### config.mk
export PLATFORM = sky130hd
export DESIGN_NAME = wb_ram_arbiter_flat
export DESIGN_NICKNAME = d
export VERILOG_FILES = /design/src/rtl/wb_ram_arbiter_if.sv /design/src/rtl/wb_ram_arbiter.sv /design/src/flat_wrapper.sv
export SDC_FILE = /design/constraint.sdc
export NUM_CORES = 1
export LEC_CHECK = 0
export CORE_AREA = 3 3 221 223
export CTS_CLUSTER_SIZE = 10
export DETAILED_ROUTE_END_ITERATION = 12
export DIE_AREA = 0 0 224 226
export GPL_TIMING_DRIVEN = 1
export SETUP_SLACK_MARGIN = 0.15
export SLEW_MARGIN = 20
export SYNTH_ARGS = -nofsm -noshare
export SYNTH_HDL_FRONTEND = slang
export SYNTH_SLANG_ARGS = --single-unit
### constraint.sdc
create_clock -name clk -period 6.3 [get_ports clk]
set_input_delay 0.63 -clock clk [delete_from_list [all_inputs] [get_ports clk]]
set_output_delay 0.63 -clock clk [all_outputs]
set_load 0.1 [all_outputs]
### src/rtl/wb_ram_arbiter_if.sv
// rtl/wb_ram_arbiter_if.sv - flat multi-master and single-slave Wishbone bundle around the RAM arbiter
interface wb_ram_arbiter_if #(
  parameter int MASTERS    = 4,
  parameter int ADDR_WIDTH = 32,
  parameter int DATA_WIDTH = 32
);
  localparam int SEL_WIDTH = DATA_WIDTH / 8;

  // Requester side, master k occupies slice k of every vector
  logic [MASTERS*ADDR_WIDTH-1:0] m_adr_i;
  logic [MASTERS*DATA_WIDTH-1:0] m_dat_i;
  logic [MASTERS*SEL_WIDTH-1:0]  m_sel_i;
  logic [MASTERS-1:0]            m_cyc_i;
  logic [MASTERS-1:0]            m_stb_i;
  logic [MASTERS-1:0]            m_we_i;
  logic [3*MASTERS-1:0]          m_cti_i;
  logic [2*MASTERS-1:0]          m_bte_i;
  logic [MASTERS*DATA_WIDTH-1:0] m_dat_o;
  logic [MASTERS-1:0]            m_ack_o;
  logic [MASTERS-1:0]            m_err_o;
  logic [MASTERS-1:0]            m_rty_o;

  // RAM slave side
  logic [ADDR_WIDTH-1:0]         s_adr_o;
  logic [DATA_WIDTH-1:0]         s_dat_o;
  logic [SEL_WIDTH-1:0]          s_sel_o;
  logic                          s_cyc_o;
  logic                          s_stb_o;
  logic                          s_we_o;
  logic [2:0]                    s_cti_o;
  logic [1:0]                    s_bte_o;
  logic [DATA_WIDTH-1:0]         s_dat_i;
  logic                          s_ack_i;
  logic                          s_err_i;
  logic                          s_rty_i;

  // Arbiter view
  modport slave (
    input  m_adr_i, m_dat_i, m_sel_i, m_cyc_i, m_stb_i, m_we_i, m_cti_i, m_bte_i,
    input  s_dat_i, s_ack_i, s_err_i, s_rty_i,
    output m_dat_o, m_ack_o, m_err_o, m_rty_o,
    output s_adr_o, s_dat_o, s_sel_o, s_cyc_o, s_stb_o, s_we_o, s_cti_o, s_bte_o
  );

  // Environment view: requesters plus the RAM tile port
  modport master (
    output m_adr_i, m_dat_i, m_sel_i, m_cyc_i, m_stb_i, m_we_i, m_cti_i, m_bte_i,
    output s_dat_i, s_ack_i, s_err_i, s_rty_i,
    input  m_dat_o, m_ack_o, m_err_o, m_rty_o,
    input  s_adr_o, s_dat_o, s_sel_o, s_cyc_o, s_stb_o, s_we_o, s_cti_o, s_bte_o
  );
endinterface

### src/rtl/wb_ram_arbiter.sv
// rtl/wb_ram_arbiter.sv - round-robin Wishbone arbiter with per-beat watchdog in front of the RAM tile port
module wb_ram_arbiter #(
  parameter int MASTERS    = 4,
  parameter int ADDR_WIDTH = 32,
  parameter int DATA_WIDTH = 32,
  parameter int TIMEOUT    = 255
) (
  input  logic               clk,
  input  logic               rst_sys_n,
  wb_ram_arbiter_if.slave    bus,
  output logic [MASTERS-1:0] grant_o,
  output logic               timeout_o
);
  localparam int SEL_WIDTH = DATA_WIDTH / 8;
  localparam int IDX_W     = (MASTERS > 1) ? $clog2(MASTERS) : 1;
  localparam int WD_W      = (TIMEOUT > 0) ? $clog2(TIMEOUT + 1) : 1;
  localparam bit WD_EN     = (TIMEOUT > 0);

  typedef enum logic [1:0] {ST_IDLE, ST_OWN, ST_ABORT} state_t;

  state_t             state_q, state_d;
  logic [MASTERS-1:0] grant_q, grant_d;
  logic [IDX_W-1:0]   last_q, last_d;
  logic [WD_W-1:0]    wdog_q, wdog_d;

  logic [IDX_W-1:0]   gidx;
  logic [MASTERS-1:0] rot;
  logic [MASTERS-1:0] pick_oh;
  int                 first_i;
  int                 pick_i;
  logic               own_cyc;
  logic               resp;
  logic               expire;

  assign own_cyc   = |(grant_q & bus.m_cyc_i);
  assign resp      = bus.s_ack_i | bus.s_err_i | bus.s_rty_i;
  assign expire    = WD_EN && (state_q == ST_OWN) && own_cyc && bus.s_stb_o && !resp &&
                     (wdog_q == WD_W'(TIMEOUT));
  assign timeout_o = expire;
  assign grant_o   = grant_q;
  assign bus.m_dat_o = {MASTERS{bus.s_dat_i}};

  // Owner index, recorded as the new round-robin pointer when the grant is released
  always_comb begin
    gidx = '0;
    for (int k = 0; k < MASTERS; k++) begin
      if (grant_q[k]) gidx = IDX_W'(k);
    end
  end

  // Rotate requests so the master after last sits at bit 0, then take the lowest set bit
  always_comb begin
    rot     = MASTERS'({bus.m_cyc_i, bus.m_cyc_i} >> (int'(last_q) + 1));
    first_i = 0;
    for (int k = MASTERS - 1; k >= 0; k--) begin
      if (rot[k]) first_i = k;
    end
    pick_i = int'(last_q) + 1 + first_i;
    if (pick_i >= MASTERS) pick_i = pick_i - MASTERS;
    pick_oh = MASTERS'(1) << pick_i;
  end

  // Route the granted master's request to the RAM slave; all zero outside OWN
  always_comb begin
    bus.s_adr_o = '0;
    bus.s_dat_o = '0;
    bus.s_sel_o = '0;
    bus.s_cyc_o = 1'b0;
    bus.s_stb_o = 1'b0;
    bus.s_we_o  = 1'b0;
    bus.s_cti_o = '0;
    bus.s_bte_o = '0;
    if (state_q == ST_OWN) begin
      for (int k = 0; k < MASTERS; k++) begin
        if (grant_q[k]) begin
          bus.s_adr_o = bus.m_adr_i[k*ADDR_WIDTH +: ADDR_WIDTH];
          bus.s_dat_o = bus.m_dat_i[k*DATA_WIDTH +: DATA_WIDTH];
          bus.s_sel_o = bus.m_sel_i[k*SEL_WIDTH +: SEL_WIDTH];
          bus.s_cyc_o = bus.m_cyc_i[k];
          bus.s_stb_o = bus.m_stb_i[k];
          bus.s_we_o  = bus.m_we_i[k];
          bus.s_cti_o = bus.m_cti_i[k*3 +: 3];
          bus.s_bte_o = bus.m_bte_i[k*2 +: 2];
        end
      end
    end
  end

  // Responses reach only the owner; an aborted owner gets err for every strobe it still holds
  always_comb begin
    bus.m_ack_o = '0;
    bus.m_err_o = '0;
    bus.m_rty_o = '0;
    case (state_q)
      ST_OWN: begin
        bus.m_ack_o = grant_q & {MASTERS{bus.s_ack_i}};
        bus.m_err_o = grant_q & {MASTERS{bus.s_err_i}};
        bus.m_rty_o = grant_q & {MASTERS{bus.s_rty_i}};
      end
      ST_ABORT: bus.m_err_o = grant_q & bus.m_stb_i;
      default: ;
    endcase
  end

  // Grant is held for the whole cyc span; only the watchdog can divert it to ABORT
  always_comb begin
    state_d = state_q;
    grant_d = grant_q;
    last_d  = last_q;
    case (state_q)
      ST_IDLE: begin
        if (|bus.m_cyc_i) begin
          grant_d = pick_oh;
          state_d = ST_OWN;
        end
      end
      ST_OWN: begin
        if (!own_cyc) begin
          last_d  = gidx;
          grant_d = '0;
          state_d = ST_IDLE;
        end else if (expire) begin
          state_d = ST_ABORT;
        end
      end
      ST_ABORT: begin
        if (!own_cyc) begin
          last_d  = gidx;
          grant_d = '0;
          state_d = ST_IDLE;
        end
      end
      default: begin
        grant_d = '0;
        state_d = ST_IDLE;
      end
    endcase
  end

  // Per-beat stall counter: restarts on any response or idle strobe, saturates at TIMEOUT
  always_comb begin
    wdog_d = '0;
    if (WD_EN && (state_q == ST_OWN) && bus.s_stb_o && !resp) begin
      wdog_d = (wdog_q == WD_W'(TIMEOUT)) ? wdog_q : wdog_q + 1'b1;
    end
  end

  // State registers; reset leaves master 0 as the first winner
  always_ff @(posedge clk or negedge rst_sys_n) begin
    if (!rst_sys_n) begin
      state_q <= ST_IDLE;
      grant_q <= '0;
      last_q  <= IDX_W'(MASTERS - 1);
      wdog_q  <= '0;
    end else begin
      state_q <= state_d;
      grant_q <= grant_d;
      last_q  <= last_d;
      wdog_q  <= wdog_d;
    end
  end
endmodule

### src/flat_wrapper.sv
// flat-port wrapper written by rule: the top's interface ports become plain ports
module wb_ram_arbiter_flat 
#(
  parameter int MASTERS    = 4,
  parameter int ADDR_WIDTH = 32,
  parameter int DATA_WIDTH = 32,
  parameter int TIMEOUT    = 255
)
  (clk, rst_sys_n, grant_o, timeout_o, bus_m_adr_i, bus_m_dat_i, bus_m_sel_i, bus_m_cyc_i, bus_m_stb_i, bus_m_we_i, bus_m_cti_i, bus_m_bte_i, bus_s_dat_i, bus_s_ack_i, bus_s_err_i, bus_s_rty_i, bus_m_dat_o, bus_m_ack_o, bus_m_err_o, bus_m_rty_o, bus_s_adr_o, bus_s_dat_o, bus_s_sel_o, bus_s_cyc_o, bus_s_stb_o, bus_s_we_o, bus_s_cti_o, bus_s_bte_o);
  wb_ram_arbiter_if #(.MASTERS(MASTERS), .ADDR_WIDTH(ADDR_WIDTH), .DATA_WIDTH(DATA_WIDTH)) bus_i ();
  input  logic clk;
  input  logic rst_sys_n;
  output logic [MASTERS-1:0] grant_o;
  output logic timeout_o;
  input wire logic [$bits(bus_i.m_adr_i)-1:0] bus_m_adr_i;
  input wire logic [$bits(bus_i.m_dat_i)-1:0] bus_m_dat_i;
  input wire logic [$bits(bus_i.m_sel_i)-1:0] bus_m_sel_i;
  input wire logic [$bits(bus_i.m_cyc_i)-1:0] bus_m_cyc_i;
  input wire logic [$bits(bus_i.m_stb_i)-1:0] bus_m_stb_i;
  input wire logic [$bits(bus_i.m_we_i)-1:0] bus_m_we_i;
  input wire logic [$bits(bus_i.m_cti_i)-1:0] bus_m_cti_i;
  input wire logic [$bits(bus_i.m_bte_i)-1:0] bus_m_bte_i;
  input wire logic [$bits(bus_i.s_dat_i)-1:0] bus_s_dat_i;
  input wire logic [$bits(bus_i.s_ack_i)-1:0] bus_s_ack_i;
  input wire logic [$bits(bus_i.s_err_i)-1:0] bus_s_err_i;
  input wire logic [$bits(bus_i.s_rty_i)-1:0] bus_s_rty_i;
  output wire logic [$bits(bus_i.m_dat_o)-1:0] bus_m_dat_o;
  output wire logic [$bits(bus_i.m_ack_o)-1:0] bus_m_ack_o;
  output wire logic [$bits(bus_i.m_err_o)-1:0] bus_m_err_o;
  output wire logic [$bits(bus_i.m_rty_o)-1:0] bus_m_rty_o;
  output wire logic [$bits(bus_i.s_adr_o)-1:0] bus_s_adr_o;
  output wire logic [$bits(bus_i.s_dat_o)-1:0] bus_s_dat_o;
  output wire logic [$bits(bus_i.s_sel_o)-1:0] bus_s_sel_o;
  output wire logic [$bits(bus_i.s_cyc_o)-1:0] bus_s_cyc_o;
  output wire logic [$bits(bus_i.s_stb_o)-1:0] bus_s_stb_o;
  output wire logic [$bits(bus_i.s_we_o)-1:0] bus_s_we_o;
  output wire logic [$bits(bus_i.s_cti_o)-1:0] bus_s_cti_o;
  output wire logic [$bits(bus_i.s_bte_o)-1:0] bus_s_bte_o;
  assign bus_i.m_adr_i = bus_m_adr_i;
  assign bus_i.m_dat_i = bus_m_dat_i;
  assign bus_i.m_sel_i = bus_m_sel_i;
  assign bus_i.m_cyc_i = bus_m_cyc_i;
  assign bus_i.m_stb_i = bus_m_stb_i;
  assign bus_i.m_we_i = bus_m_we_i;
  assign bus_i.m_cti_i = bus_m_cti_i;
  assign bus_i.m_bte_i = bus_m_bte_i;
  assign bus_i.s_dat_i = bus_s_dat_i;
  assign bus_i.s_ack_i = bus_s_ack_i;
  assign bus_i.s_err_i = bus_s_err_i;
  assign bus_i.s_rty_i = bus_s_rty_i;
  assign bus_m_dat_o = bus_i.m_dat_o;
  assign bus_m_ack_o = bus_i.m_ack_o;
  assign bus_m_err_o = bus_i.m_err_o;
  assign bus_m_rty_o = bus_i.m_rty_o;
  assign bus_s_adr_o = bus_i.s_adr_o;
  assign bus_s_dat_o = bus_i.s_dat_o;
  assign bus_s_sel_o = bus_i.s_sel_o;
  assign bus_s_cyc_o = bus_i.s_cyc_o;
  assign bus_s_stb_o = bus_i.s_stb_o;
  assign bus_s_we_o = bus_i.s_we_o;
  assign bus_s_cti_o = bus_i.s_cti_o;
  assign bus_s_bte_o = bus_i.s_bte_o;
  wb_ram_arbiter #(.MASTERS(MASTERS), .ADDR_WIDTH(ADDR_WIDTH), .DATA_WIDTH(DATA_WIDTH), .TIMEOUT(TIMEOUT)) u_core (.clk(clk), .rst_sys_n(rst_sys_n), .bus(bus_i), .grant_o(grant_o), .timeout_o(timeout_o));
endmodule
Yosys cells after proc, flatten, opt, wreduce, memory -nomap -nowiden
Index checks and enable logic that the tools add are counted.

storage, ports and cells
  output and inout port bits = 221
  input port bits = 341
  logic and storage cells = 102
  latch bits = 0
  memories = 0
  memory bits (writable) = 0
  bits in read-only memories = 0
  register bits = 16

operators by class
  order comparisons = 1
  div/mod/pow operators = 0
  mux-type cells = 61
  shift-type cells = 2
  bitwise logic cells = 8
  equality and inequality tests = 8
  reductions and logical operators = 14
  $mul = 0
  add/subtract/negate cells = 4

operators with widths
  cell                                                                                   count
  32-bit two-way mux                                                                     11
  4-bit two-way mux                                                                      9
  32-bit by 3-bit adder with 32-bit output                                               1
  32-bit by 4-bit greater-or-equal comparator with 1-bit output (second input constant)  1
  1-bit by 32-bit left shift with 4-bit output (first input constant)                    1
  8-bit by 32-bit right shift with 4-bit output                                          1
  32-bit by 4-bit subtractor with 32-bit output (second input constant)                  1
  2-bit two-way mux                                                                      15
  4-bit bitwise AND                                                                      5
  1-bit two-way mux                                                                      16
  8-bit two-way mux                                                                      2
  4-bit one-hot mux with 2 select lines                                                  2
  3-bit two-way mux                                                                      5
  8-bit by 1-bit adder with 8-bit output (second input constant)                         1
  8-bit == test (second input constant)                                                  1
  4-bit OR reduction                                                                     2
  1-bit logical AND                                                                      6
  2-bit inequality test (second input constant)                                          3
  2-bit one-hot mux with 3 select lines                                                  1
  2-bit AND reduction                                                                    2
  2-bit by 1-bit adder with 3-bit output (second input constant)                         1
  3-bit inequality test (second input constant)                                          1
  3-bit AND reduction                                                                    1
  2-bit by 1-bit == test with 1-bit output (second input constant)                       1
  7 further kinds                                                                        8

Longest topological paths before layout
  depth after elaboration = 12
  gate-level depth with buffers = 11
  depth with buffers taken out = 10

Worst setup path after synthesis
No wires, ideal clock.

  path type = register to output
  from = reg u_core.grant_q[0] (netlist: u_core.grant_o[0])
  to = out bus_s_adr_o[17]
  data required time = 5.670 ns
  slack = 2.303 ns
  cell stages (with the launch flop) = 6
  arrival = 3.367 ns
  cells stage by stage = dfrtp_1 > nor2b_2 > buf_2 > buf_1 > a22oi_1 > a21oi_1

on the way
  longest elaborated chain between the ends = 5

RTL lines
  what                              line                   source
  start: declaration                wb_ram_arbiter.sv:22   logic [MASTERS-1:0] grant_q, grant_d;
  start signal: assignment          wb_ram_arbiter.sv:157  grant_q <= grant_d;
  32-bit two-way mux (4 in series)  wb_ram_arbiter.sv:75   if (grant_q[k]) begin
  32-bit two-way mux                wb_ram_arbiter.sv:73   if (state_q == ST_OWN) begin
  end: declaration                  flat_wrapper.sv:31     output wire logic [$bits(bus_i.s_adr_o)-1:0] bus_s_adr_o;

Every way passes these cells.

Final worst setup path
  from = reg u_core.grant_q[3] (netlist: u_core.grant_o[3])
  to = out bus_s_adr_o[30]

on the way
  longest elaborated chain between the ends = 2

RTL lines
  what                line
  32-bit two-way mux  wb_ram_arbiter.sv:75
  32-bit two-way mux  wb_ram_arbiter.sv:73

Every way passes these cells.

==> results.tsv <==
metric	value	unit
placementRows	79	
r2r_cells	6	
rr_startpoint	u_core.grant_o[3]	
yosys.area_share.xor_xnor	0.8243	%
wl_per_cell	17.88	um
worstReg2RegEnd	u_core.wdog_q[2]	
dieArea	0.05062	sq mm
grt-ovfl-total	0	
pwr-share-comb	91.9	%
fin_skew	0.002248	ns
dpl_cell_area	0.007908	sq mm
cts_hold_buf	0	
final_area	0.007991	sq mm
sw_frac_of_total	68.88	%
synth_top_area_share	22.96	%
netSwitchingPower	0.002369	W
clockRootBuffer	clkbuf_16	
synth_ff_type	dfrtp_1	
die_x	224	um
whs	0.5520	ns
h-tree-depth	1	
finalSetupViolations	0	
post-route-util	17.09	%
p_leak	2.585	nW
synth_area_leader_cell	buf_4	
synth_compound_area_share	39.56	%
hold_violations	0	
vias_per_cell	3.919	
p_clk_share	3.6	%
antenna_found_initial	4	
hold_class	flop to flop	
crit_slowest_cell	clkdlybuf4s50_1	
synth_cell_types	51	
area_growth	88.02	%
period_needed	4.570	ns
seqPwrFrac	4.5	%
gp_congestion	0.8735	
drt-total-wl	25720	um
fin_cells	1438	
post_cts.repair.setup_buffers	0	
postRouteAntennaNets	0	
syn_area_per_cell	7.084	sq um
drtIter0Drc	311	
setup_tns	0	ns
power_density	430.5	mW/mm^2
remaining_drc_errors	0	
synth_top_family_by_area	compound AO/OA/AOI/OAI gates	
path_cells	buf_4 -> nand2b_4 -> o221ai_1 -> a21oi_1 -> clkdlybuf4s50_1	
ys_async_sr_fraction	100.0	%
clk_pin_slew	0.05	ns
syn_nets	949	
cts_max_path_buffers	2	
grt_max_degree	83	
synth_cells	600	
crit_path_start_kind	flop	
ff_latch_area	409.1	sq um
cp-endpoint	bus_s_adr_o[30]	
ys_seq_area_share	9.479	%
slew_headroom	26.99	%
vdd_drop_max	0.2201	mV
critPathMaxStageDelay	1.19	ns
crit_start	u_core.grant_o[3]	
die-height	226	um
cap_violations	0	
first_pass_iters	7	
synthAdderAreaFrac	2.532	%
num_vias	5635	
cts-resized-gates	0	
placed_cells	1432	
ys_top_cells_by_area	buf_4 23%, o221ai_1 11%, a21oi_1 10%	
core	0.04675	sq mm
power.internal	0.001070	W
cp.arrival	3.94	ns
synth_edf_count	0	
grt_pass1_vias	5520	
status	complete, no violations	
fin_nets	1179	
synth.cell_area	0.004250	sq mm
grt_usage	8.939	%
min-delay-start	u_core.last_q[1]	
rrSetupSlack	3.59	ns
fillers	5264	
required	5.67	ns
crit_type	flop to output port	
yosysWarnings	0	
synthSimpleGateAreaFrac	17.40	%
clock.fmax	218.8	MHz
clkLatencyLatePin	0.24	ns
num_io_pins	562	
dp_hpwl	20310	um
cts_buffers	3	
cp_max_fo	53	
grt_pass1_wl	34960	um
critPathCaptureType	output port	
drive_gt1_share	3.619	%
synth_mux_area_share	0.8243	%
cts_tree	yes	
slew_viol_final	0	
multi_input_area	0.002624	sq mm
finalCritPeriodShare	72.54	%
ys_ff_latch	16	
worst_slew_pin_slew	1.092	ns
start_util	9.091	%
cts_sinks	16	
io_buffers	401	
rsz0062_at_grt	no	
[synthesized netlist by cell type (3+ instances only)]
cell type,instances
ha_1,7
and3_1,8
buf_4,130
dfrtp_1,14
nand3_1,5
inv_1,10
o21ai_0,6
nor3_1,26
a21oi_1,87
o221ai_1,52
nand2_1,19
a211oi_1,3
nor2b_1,46
buf_2,10
clkbuf_1,35
a221oi_1,22
nor2_1,19
buf_1,6
a22oi_1,53
[layer usage]
| layer | up-vias | GRT usage [%] | routed length [um] |
|---|---|---|---|
| met2 | 387 | 14.67 | 11990 |
| met4 | 2 | 3.405 | 906 |
| met5 | - | 0 | 13 |
| met3 | 66 | 2.977 | 2764 |
| li1 | 2591 | - | - |
| met1 | 2589 | 10.85 | 10040 |
[kinds of logic after synthesis]
logic type / Yosys count
xor gates and xnor gates: 4
muxes: 3
DFF: 16
adders and majority gates: 8
AOI/OAI and AO/OA: 239
and+or+nand+nor: 135
buffers and inverters: 195
[placed cells by master (no fill, tap or decap), drive strengths merged]
cell type / count
mux2i: 2
o41ai: 2
nand2: 19
a21o: 2
nand3: 5
dfstp: 2
dfrtp: 14
diode: 2
o2111a: 1
nor3: 27
a211oi: 3
and4bb: 1
a22o: 2
a211o: 1
o221ai: 53
o22ai: 1
a221oi: 22
and2: 2
nor2b: 47
nor4: 1
nand3b: 1
xor2: 2
inv: 11
clkdlybuf4s50: 401
and2b: 1
a22oi: 54
xnor2: 2
ha: 7
mux2: 1
fa: 1
nor2: 20
and3: 8
o21ai: 7
nand2b: 2
clkbuf: 4
nand4: 1
buf: 8
o2111ai: 1
a21oi: 89
a2bb2oi: 1
[final cells by class]
type	instances	area share (%)
diodes	2	0.06263
clock buffers	4	0.9864
inverters	11	0.5167
multi-input cells	389	32.83
flip-flops and latches	16	5.120
well taps	607	9.504
repair buffers	409	50.98
[power groups by stage]
stage	Sequential, W	Combinational [W]	Clock, W
3_3_place_gp	0.000155	0.00316	0
3_5_place_dp	0.000157	0.00317	0
2_1_floorplan	0.000180	0.00264	0
6_report	0.000155	0.00316	0.000125
5_1_grt	0.000160	0.00331	0.000131
4_1_cts	0.000155	0.00318	0.000127
[worst min path at each step]
| stage | end | slack (ns) | cells after the start |
|---|---|---|---|
| after floorplan | u_core.grant_o[0] | 0.33 | 0 |
| after global placement | u_core.last_q[1] | 0.52 | 2 |
| after detailed placement | u_core.last_q[1] | 0.54 | 2 |
| after CTS | u_core.last_q[1] | 0.55 | 2 |
| after global routing | u_core.last_q[1] | 0.58 | 2 |
| final | u_core.last_q[1] | 0.55 | 2 |
[stage by stage]
step	total power, W	setup WS (ns)
2_1_floorplan	0.002818	2.303
4_1_cts	0.003458	1.753
5_1_grt	0.003597	1.549
3_3_place_gp	0.003313	2.055
3_5_place_dp	0.003327	2.021
6_report	0.003440	1.730
[state kept, by name (all words and copies together) (netlist names)]
name / flops
u_core.wdog_q: 8
u_core.state_q: 2
u_core.grant_o: 4
u_core.last_q: 2
[critical path: cells and delay by family, from the launching register on]
| family | cells | cell delay [ns] |
|---|---|---|
| and+or+nand+nor | 1 | 0.66 |
| buffers and inverters | 2 | 1.64 |
| AOI/OAI and AO/OA | 2 | 0.79 |
| DFF | 1 | 0.53 |
(Power assumes the default switching activity.)
